**config.mk**
```make
export PLATFORM = sky130hd
export DESIGN_NAME = axis_downsizer
export DESIGN_NICKNAME = d
export VERILOG_FILES = /design/src/rtl/axis_downsizer_pkg.sv /design/src/rtl/axis_downsizer.sv
export SDC_FILE = /design/constraint.sdc
export NUM_CORES = 1
export LEC_CHECK = 0
export CORE_MARGIN = 1
export CORE_UTILIZATION = 50
export CTS_CLUSTER_DIAMETER = 100
export DETAILED_ROUTE_END_ITERATION = 6
export GPL_ROUTABILITY_DRIVEN = 0
export PLACE_DENSITY = 0.85
export SYNTH_ARGS = -nofsm -noshare
export SYNTH_HDL_FRONTEND = slang
export SYNTH_SLANG_ARGS = --single-unit
```
**constraint.sdc**
```tcl
create_clock -name aclk -period 2.6 [get_ports aclk]
set_clock_uncertainty 0.15 [all_clocks]
set_input_delay 0.52 -clock aclk [delete_from_list [all_inputs] [get_ports aclk]]
set_output_delay 0.52 -clock aclk [all_outputs]
set_load 0.05 [all_outputs]
```
**src/rtl/axis_downsizer_pkg.sv**
```systemverilog
// axis_downsizer_pkg: shared stream config type, downsizer FSM states and null-lane search helper
package axis_downsizer_pkg;
  localparam int MAXK = 64;
  typedef struct packed {
    int N;
    int I;
    int D;
    int U;
  } axis_cfg_t;
  typedef enum logic {EMPTY, LOADED} state_t;
  // Lowest sub-beat index >= start whose b keep bits are not all zero; r when none remain.
  function automatic int next_sub(input logic [MAXK-1:0] keep, input int start, input int r, input int b);
    logic [MAXK-1:0] mask;
    mask = (MAXK'(1) << b) - MAXK'(1);
    next_sub = r;
    for (int j = r - 1; j >= 0; j--)
      next_sub = (j >= start && ((keep >> (j * b)) & mask) != '0) ? j : next_sub;
  endfunction
endpackage

```
**src/rtl/axis_downsizer.sv**
```systemverilog
// axis_downsizer: splits each N-byte AXI-Stream beat into R narrower sub-beats, lane 0 first
//   aclk/aresetn                 clock, async active-low reset
//   s_t{valid,ready,last,data,keep,id,dest,user}  wide input stream
//   m_t{valid,ready,last,data,keep,id,dest,user}  N/R-byte output stream
//   AXIS_DOWNSIZER_SKIP_NULL_EN  when defined, sub-beats with all-zero keep are not emitted
module axis_downsizer
  import axis_downsizer_pkg::*;
#(
  parameter int N = 4,
  parameter int R = 4,
  parameter int I = 1,
  parameter int D = 1,
  parameter int U = 1,
  localparam axis_cfg_t CFG = '{N, I, D, U}
) (
  input  logic                     aclk,
  input  logic                     aresetn,
  input  logic                     s_tvalid,
  output logic                     s_tready,
  input  logic                     s_tlast,
  input  logic [8*CFG.N-1:0]       s_tdata,
  input  logic [CFG.N-1:0]         s_tkeep,
  input  logic [CFG.I-1:0]         s_tid,
  input  logic [CFG.D-1:0]         s_tdest,
  input  logic [CFG.U-1:0]         s_tuser,
  output logic                     m_tvalid,
  input  logic                     m_tready,
  output logic                     m_tlast,
  output logic [8*(CFG.N/R)-1:0]   m_tdata,
  output logic [CFG.N/R-1:0]       m_tkeep,
  output logic [CFG.I-1:0]         m_tid,
  output logic [CFG.D-1:0]         m_tdest,
  output logic [CFG.U-1:0]         m_tuser
);
  localparam int OB = CFG.N / R;
  localparam int KW = $clog2(R);
  if (R < 2 || N % R != 0) begin : g_bad_ratio
    $error("axis_downsizer: R must be >= 2 and divide N");
  end
  state_t state;
  logic [KW-1:0] k;
  logic [8*CFG.N-1:0] data_q;
  logic [CFG.N-1:0] keep_q;
  logic last_q;
  logic [CFG.I-1:0] id_q;
  logic [CFG.D-1:0] dest_q;
  logic [CFG.U-1:0] user_q;
  logic [KW:0] first_k, next_k;
  logic fin, emit, take;
`ifdef AXIS_DOWNSIZER_SKIP_NULL_EN
  if (N > MAXK) begin : g_bad_width
    $error("axis_downsizer: N exceeds null-lane search width");
  end
  assign first_k = (KW+1)'(next_sub(MAXK'(s_tkeep), 0, R, OB));
  assign next_k  = (KW+1)'(next_sub(MAXK'(keep_q), int'(k) + 1, R, OB));
  // an all-null beat only produces output when it carries the packet end
  assign emit    = first_k != (KW+1)'(R) || s_tlast;
`else
  assign first_k = '0;
  assign next_k  = {1'b0, k} + 1'b1;
  assign emit    = 1'b1;
`endif
  assign fin      = next_k == (KW+1)'(R);
  assign m_tvalid = state == LOADED;
  // gated by aresetn so the input is held off for the whole reset window
  assign s_tready = aresetn && (state == EMPTY || (fin && m_tready));
  assign take     = s_tvalid && s_tready;
  assign m_tdata  = data_q[k*8*OB +: 8*OB];
  assign m_tkeep  = keep_q[k*OB +: OB];
  assign m_tlast  = m_tvalid && last_q && fin;
  assign m_tid    = id_q;
  assign m_tdest  = dest_q;
  assign m_tuser  = user_q;
  always_ff @(posedge aclk or negedge aresetn)
    if (!aresetn) begin
      state  <= EMPTY;
      k      <= '0;
      data_q <= '0;
      keep_q <= '0;
      last_q <= 1'b0;
      id_q   <= '0;
      dest_q <= '0;
      user_q <= '0;
    end else if (take) begin
      state  <= emit ? LOADED : EMPTY;
      k      <= first_k == (KW+1)'(R) ? '0 : first_k[KW-1:0];
      data_q <= s_tdata;
      keep_q <= s_tkeep;
      last_q <= s_tlast;
      id_q   <= s_tid;
      dest_q <= s_tdest;
      user_q <= s_tuser;
    end else if (m_tvalid && m_tready) begin
      state <= fin ? EMPTY : LOADED;
      k     <= fin ? '0 : next_k[KW-1:0];
    end
endmodule

```
# ---- Word level (Yosys, flattened, before mapping)
# Index checks and enable logic that the tools add are counted.
dict set report totals {
  elab_cells 27
  in_bits 44
  output_inout_bits 15
  regBits 43
}
dict set report op_classes {
  muxes 6
  n_shift 2
  bitwise_logic 1
  n_eq_ne 1
  reduce_logical 8
  addsub 1
}
# operator n
set op_table {}
lappend op_table {{$shiftx 32x6->8} 1}
lappend op_table {{$logic_and 1x1->1} 6}
lappend op_table {{$mux 2} 3}
lappend op_table {{$shiftx 4x3->1} 1}
lappend op_table {{$add 2x1->3 const B} 1}
lappend op_table {{$eq 3x3->1 const B} 1}
lappend op_table {{$mux 1} 3}
lappend op_table {{$reduce_bool 2->1} 1}
lappend op_table {{$logic_or 1x1->1} 1}
lappend op_table {{$not 1->1} 1}

# ---- Depth between registers and ports, before layout
# Gate-level depths: netlist of the first run.
dict set report depth {
  ltp_word 7
  mapped_depth 5
  ltp_nobuf 4
}

# ---- Worst setup path after synthesis of the first run
# No wires, ideal clock.
dict set report synth_timing {
  path_type {register to output}
  startpoint {register state, in the netlist m_tvalid}
  endpoint {output port m_tlast}
  path_stages_with_launch 2
  arrival_time_ns 1.259
  path_buffers 0
  required_time_ns 1.930
  path_slack_ns 0.671
  path_cell_list {dfrtp_1 and3_1}
}
dict set report synth_via {
  elab_chain_cells 2
}
# item line
set synth_rtl {}
lappend synth_rtl {{start, declared} axis_downsizer.sv:40} ;# state_t state;
lappend synth_rtl {{start signal, assigned} axis_downsizer.sv:85} ;# state <= emit ? LOADED : EMPTY;
lappend synth_rtl {{start signal, assigned} axis_downsizer.sv:94} ;# state <= fin ? EMPTY : LOADED;
lappend synth_rtl {{$logic_and 1x1->1 (2 in series)} axis_downsizer.sv:70} ;# assign m_tlast = m_tvalid && last_q && fin;
lappend synth_rtl {{end, declared} axis_downsizer.sv:28} ;# output logic m_tlast,
# No other way between the ends.

# ---- Worst setup path in the final report of the first run
dict set report layout_timing {
  startpoint {register k[0]}
  endpoint {output port s_tready}
}
dict set report layout_via {
  elab_chain_cells 5
}
# item line
set layout_rtl {}
lappend layout_rtl {{start, declared} axis_downsizer.sv:41} ;# logic [KW-1:0] k;
lappend layout_rtl {{start signal, assigned} axis_downsizer.sv:86} ;# k <= first_k == (KW+1)'(R) ? '0 : first_k[KW-1:0];
lappend layout_rtl {{start signal, assigned} axis_downsizer.sv:95} ;# k <= fin ? '0 : next_k[KW-1:0];
lappend layout_rtl {{$add 2x1->3} axis_downsizer.sv:60} ;# assign next_k = {1'b0, k} + 1'b1;
lappend layout_rtl {{$eq 3x3->1} axis_downsizer.sv:63} ;# assign fin = next_k == (KW+1)'(R);
lappend layout_rtl {{$logic_and 1x1->1} axis_downsizer.sv:66} ;# assign s_tready = aresetn && (state == EMPTY || (fin && m_tready));
lappend layout_rtl {{$logic_or 1x1->1} axis_downsizer.sv:66}
lappend layout_rtl {{$logic_and 1x1->1} axis_downsizer.sv:66}
lappend layout_rtl {{end, declared} axis_downsizer.sv:19} ;# output logic s_tready,
# No other way between the ends.

==> out/results.tsv, run 1 <==
metric	value	unit
status	completed	
clk sinks	43	
Sw Ratio	0.398	
synth-to-layout area growth	37.6	%
starting density of the core	0.521	
DP Wirelength	2.53	mm
Slew headroom	0.667	
latest clock arrival within the worst-skew pair	0.29	ns
DR DRC count	0	
Comb power frac	0.546	
DIE AREA	4070	sq um
Multi-input gate area	774	sq um
CTS tree	yes	
DRT Wirelength	3.44	mm
Crit Path Class	reg2out	
register area	1080	sq um
slowest stage delay, CP	0.38	ns
RSZ-0062 raised after global routing	no	
total power	3.45	mW
global route total overflow	0	
fill count	245	
clock share of power	0.114	
Yosys warnings	0	
Pre-Repair DR Iteration Count	4	
# rows	22	
post-CTS sizing	0	
fin cells	227	
DR WL/cell	15.1	microns
startpoint types	register	
Worst setup EP type	primary output	
max frequency	0.431	GHz
Max VDD drop	798	uV
share of total power in sequential cells	0.340	
flops & latches, synth	43	
post-synth net total	158	
largest net degree at the start of global routing	41	
final-report setup violation count	0	
Placed Instances	218	
initial antenna violation count	0	
Mapped Cells	113	
Die W	63.8	microns
TritonCTS buffer count	5	
Core Region	3660	sq um
Worst Path Max Fanout	8	
IO Pins	59	
via count	1162	
initial drt markers	39	
Die Y	63.8	microns
post-place setup slack	0.321	ns
clock transition at the registers of the reported paths	0.07	ns
power per cell area	1320	nW/um^2
Port Buffers	58	
Mean Syn Cell Area	16.9	sq um
final net count	223	
Longest Clk Path Bufs	2	
Worst EP arrival	1.65	ns
Static Leak	1.12	nW
max-slew violations	0	
Cell Area, Synth	1910	sq um
vias per cell	5.12	
post-layout util	0.717	
root buffer cell	clkbuf_8	
Int Pwr	2.08	mW
share of cells above drive strength 1	0.408	
worst hold path type	reg2reg	
final setup margin	0.281	ns
final worst-path cycle share	0.892	
Cell variety after synth	16	
n_diodes	0	
Worst Path Required	1.93	ns
critical path, cell by cell	buf_4, ha_1, nand2_1, nand2_1, and2_1, buf_12	
slowest cell on the critical path	dfrtp_1	
CTS H-tree depth	2	
Crit path top cell by count	nand2_1	
global-route wire length before repair	5.87	mm
antenna violation net count after detailed routing	0	
GRT Total Usage	0.196	
fin crit period	2.32	ns
Setup TNS	0	ns
register area share after synthesis	0.564	
vias in the first global route	1321	
endpoints failing hold	0	
Worst-Margin Slew	0.497	ns
Sw Pwr	1.38	mW
max-cap violation count	0	
## synth_stat cells, drive strengths merged
cell type	n	area share
nand2	6	0.012
dfrtp	43	0.56
mux4	9	0.11
and2	1	0.0033
mux2	40	0.25
nor2	2	0.0039
buf	6	0.030
nand3	1	0.0026
ha	1	0.0066
a21oi	2	0.011
and3	1	0.0033
mux2i	1	0.0052
## cell families after synthesis
| group | count (synthesis) | synth area share |
|---|---|---|
| mux | 50 | 0.363 |
| flops | 43 | 0.564 |
| simple gates | 11 | 0.0249 |
| buf+inv | 6 | 0.0302 |
| compound gates | 2 | 0.0111 |
| fa+ha+maj | 1 | 0.00656 |
## placed cells by master, fill, tap and decap left out, drive strengths merged
master          n
dlygate4sd3     1
clkinv          1
mux2           40
nand2           6
ha              1
dfrtp          43
clkdlybuf4s50  46
nand3           1
and2            1
buf            17
a21oi           2
mux4            9
mux2i           1
nor2            2
clkbuf          7
and3            1
## path summary, 6_finish.rpt
check	start	end	slack, ns	cells after the start
max	k[0]$_DFFE_PN0P_	s_tready	0.28	6
min reg2reg	data_q[31]$_DFFE_PN0P_	data_q[31]$_DFFE_PN0P_	0.35	1
min in group asynchronous	aresetn	last_q$_DFFE_PN0P_	0.43	2
min	data_q[31]$_DFFE_PN0P_	data_q[31]$_DFFE_PN0P_	0.35	1
max reg2reg	k[0]$_DFFE_PN0P_	keep_q[2]$_DFFE_PN0P_	0.62	6
max in group asynchronous	aresetn	data_q[22]$_DFFE_PN0P_	1.16	3
## critical path, delay by kind of cell, from the launching register on
family        cells  cell delay [ns]
fa+ha+maj         1             0.24
flops             1             0.38
buf+inv           2             0.33
simple gates      3             0.41
## power groups by stage
| stage | Clock, mW | Combinational (mW) | Sequential [mW] |
|---|---|---|---|
| after global placement | 0 | 1.87 | 1.16 |
| after CTS | 0.409 | 1.90 | 1.18 |
| after detailed placement | 0 | 1.89 | 1.19 |
| after global routing | 0.439 | 1.99 | 1.22 |
| after floorplan | 0 | 1.30 | 1.24 |
| final | 0.394 | 1.88 | 1.18 |
## stage by stage
step	hold WS [ns]	area, sq um
5_1_grt	0.372	2630
3_3_place_gp	0.205	2530
4_1_cts	0.360	2630
2_1_floorplan	0.0744	1910
3_5_place_dp	0.212	2530
6_report	0.354	2630
## sequential cells by signal, indices dropped and copies added (netlist names)
signal / cells
m_tid: 1
last_q: 1
k: 2
m_tvalid: 1
data_q: 32
keep_q: 4
m_tuser: 1
m_tdest: 1
## layout make-up
cell class                      instances  share of cell area
Clock buffer                            7              0.0291
Clock inverter                          1             0.00191
Tap cell                               48              0.0229
Sequential cell                        43               0.410
Multi-Input combinational cell         64               0.295
Timing Repair Buffer                   64               0.241
## timing repair
action | CTS | global route
endpoints found under the hold margin | 4 | 0
buffers inserted | 0 | 0
hold buffers | 1 | 0
## per-layer routing
layer | share of wire | global-route usage
met5 | 0 | 0
met3 | 0.048 | 0.0536
met2 | 0.52 | 0.315
met1 | 0.41 | 0.245
met4 | 0.018 | 0.0938
Power figures use the tool's default switching activity.
==> run 2, diff against run 1 <==
--- a/config.mk
+++ b/config.mk
@@ -11,6 +11,7 @@
 export DETAILED_ROUTE_END_ITERATION = 6
 export GPL_ROUTABILITY_DRIVEN = 0
 export PLACE_DENSITY = 0.85
+export SKIP_CTS_REPAIR_TIMING = 1
 export SYNTH_ARGS = -nofsm -noshare
 export SYNTH_HDL_FRONTEND = slang
 export SYNTH_SLANG_ARGS = --single-unit
==> results of run 2 <==
Final layout, timing and power as in run 1 (identical DEF).
==> run 3, diff against run 2 <==
--- a/config.mk
+++ b/config.mk
@@ -5,12 +5,15 @@
 export SDC_FILE = /design/constraint.sdc
 export NUM_CORES = 1
 export LEC_CHECK = 0
+export ABC_CLOCK_PERIOD_IN_PS = 2600
 export CORE_MARGIN = 1
-export CORE_UTILIZATION = 50
+export CORE_UTILIZATION = 52
+export CTS_BUF_LIST = sky130_fd_sc_hd__clkbuf_2 sky130_fd_sc_hd__clkbuf_4 sky130_fd_sc_hd__clkbuf_8
 export CTS_CLUSTER_DIAMETER = 100
 export DETAILED_ROUTE_END_ITERATION = 6
 export GPL_ROUTABILITY_DRIVEN = 0
-export PLACE_DENSITY = 0.85
+export HOLD_SLACK_MARGIN = 0.06
+export PLACE_DENSITY = 0.88
 export SKIP_CTS_REPAIR_TIMING = 1
 export SYNTH_ARGS = -nofsm -noshare
 export SYNTH_HDL_FRONTEND = slang
==> out/results.tsv, run 3 (synthesized netlist as in run 1, its figures left out) <==
metric	value	unit
vias in the first global route	1314	
final-report setup violation count	0	
RSZ-0062 raised after global routing	no	
CTS H-tree depth	2	
DP Area	2530	sq um
Comb power frac	0.556	
latest clock arrival within the worst-skew pair	0.36	ns
starting density of the core	0.559	
DR DRC count	0	
worst hold path type	in2async	
Sw Pwr	1.40	mW
worst reg2reg path depth	6	
vias per cell	5.25	
clock transition at the registers of the reported paths	0.13	ns
crit path capture	s_tready	
n_diodes	0	
Multi-input gate area	774	sq um
commonest non-fill, non-tap cell in the layout	clkdlybuf4s50_1	
fin cells	226	
r2r setup slk	0.57	ns
design area	2590	sq um
RR Startpoint	k[0]$_DFFE_PN0P_	
IO Pins	59	
clk sinks	43	
GRT Total Usage	0.206	
Pre-Repair DR Iteration Count	3	
Worst-Margin Slew	0.511	ns
DIE AREA	3920	sq um
clock share of power	0.095	
Crit. Startpoint	k[0]$_DFFE_PN0P_	
DR WL/cell	15.8	microns
Worst Path Max Fanout	7	
root buffer cell	clkbuf_4	
startpoint types	register	
antenna violation net count after detailed routing	0	
Reg-to-Reg End	data_q[29]$_DFFE_PN0P_	
Largest register FFs	32	
fin crit period	2.40	ns
Core Region	3420	sq um
Setup TNS	0	ns
DP Wirelength	2.64	mm
share of total power in sequential cells	0.350	
Die W	62.6	microns
TritonCTS buffer count	5	
Port Buffers	58	
Longest Clk Path Bufs	2	
Static Leak	1.11	nW
Slew headroom	0.659	
DRT Wirelength	3.56	mm
initial antenna violation count	0	
max-slew violations	0	
Worst setup EP type	primary output	
power per cell area	1310	nW/um^2
commonest cells after routing, fill and taps aside	46 x clkdlybuf4s50_1, 43 x dfrtp_1, 32 x mux2_2, 15 x buf_4, 9 x mux4_2	
Die Y	62.6	microns
Int Pwr	1.98	mW
status	completed	
final net count	224	
share of cells above drive strength 1	0.422	
max-cap violation count	0	
post-layout util	0.758	
total power	3.38	mW
final worst-path cycle share	0.924	
Top Registers	data_q: 32 flops, keep_q: 4 flops, k: 2 flops	
global-route wire length before repair	6.04	mm
initial drt markers	37	
max frequency	0.416	GHz
Reg with most FFs	data_q	
Sw Ratio	0.413	
Crit Path Class	reg2out	
via count	1186	
# rows	21	
fill count	215	
Worst Path Required	1.93	ns
CTS tree	yes	
largest net degree at the start of global routing	43	
global route total overflow	0	
Max VDD drop	704	uV
Worst EP arrival	1.73	ns
register area	1080	sq um
endpoints failing hold	0	
synth-to-layout area growth	35.7	%
Placed Instances	217	
## run 3: changes by cell type in the layout (fill, tap and decap cells not counted)
cell / change
buf_4: +2
clkinv_2: +2
buf_12: -1
clkbuf_8: -5
clkbuf_1: -2
clkbuf_4: +5
## run 3: through the flow
step	hold WS, ns	setup slack [ns]
6_report	0.320	0.196
5_1_grt	0.303	0.0984
4_1_cts	-0.231	0.170
3_5_place_dp	0.183	0.270
3_3_place_gp	0.181	0.326
2_1_floorplan	0.0744	0.671
## run 3: worst min path at each step
stage / from / to / slack (ns) / depth (start not counted)
detailed placement: aresetn / m_tvalid$_DFFE_PN0P_ / 0.18 / 1
global placement: aresetn / m_tvalid$_DFFE_PN0P_ / 0.18 / 1
finish: aresetn / m_tvalid$_DFFE_PN0P_ / 0.32 / 2
global route: aresetn / m_tvalid$_DFFE_PN0P_ / 0.30 / 2
CTS: aresetn / m_tvalid$_DFFE_PN0P_ / -0.23 / 1
floorplan: aresetn / data_q[0]$_DFFE_PN0P_ / 0.07 / 0
## run 3: worst max-delay path, stage by stage, from the launching register on
cell and delay [ns]:
dfrtp_1 0.41, buf_4 0.18, ha_1 0.23, nand2_1 0.13, nand2_1 0.08, and2_1 0.20
buf_12 0.15
## run 3: final cells by class
| class | count | area share |
|---|---|---|
| flip-flops and latches | 43 | 0.416 |
| multi-input cells | 64 | 0.299 |
| repair buffers | 65 | 0.243 |
| well taps | 46 | 0.0222 |
| clock buffers | 5 | 0.0145 |
| clock inverters | 3 | 0.00580 |
## run 3: per-layer routing
metal / vias up / wire length (microns) / track usage / part of all wire
li1: 544 / - / - / -
met1: 601 / 1510 / 0.264 / 0.42
met2: 33 / 1820 / 0.334 / 0.51
met3: 8 / 174 / 0.0620 / 0.049
met4: 0 / 59 / 0.0727 / 0.017
met5: - / 0 / 0 / 0
## run 3: power by group through the flow
stage          Clock (mW)  Sequential [mW]  Combinational (mW)
2_1_floorplan           0             1.24                1.30
3_3_place_gp            0             1.17                1.86
3_5_place_dp            0             1.20                1.89
4_1_cts             0.332             1.19                1.90
5_1_grt             0.359             1.23                1.97
6_report            0.319             1.18                1.88
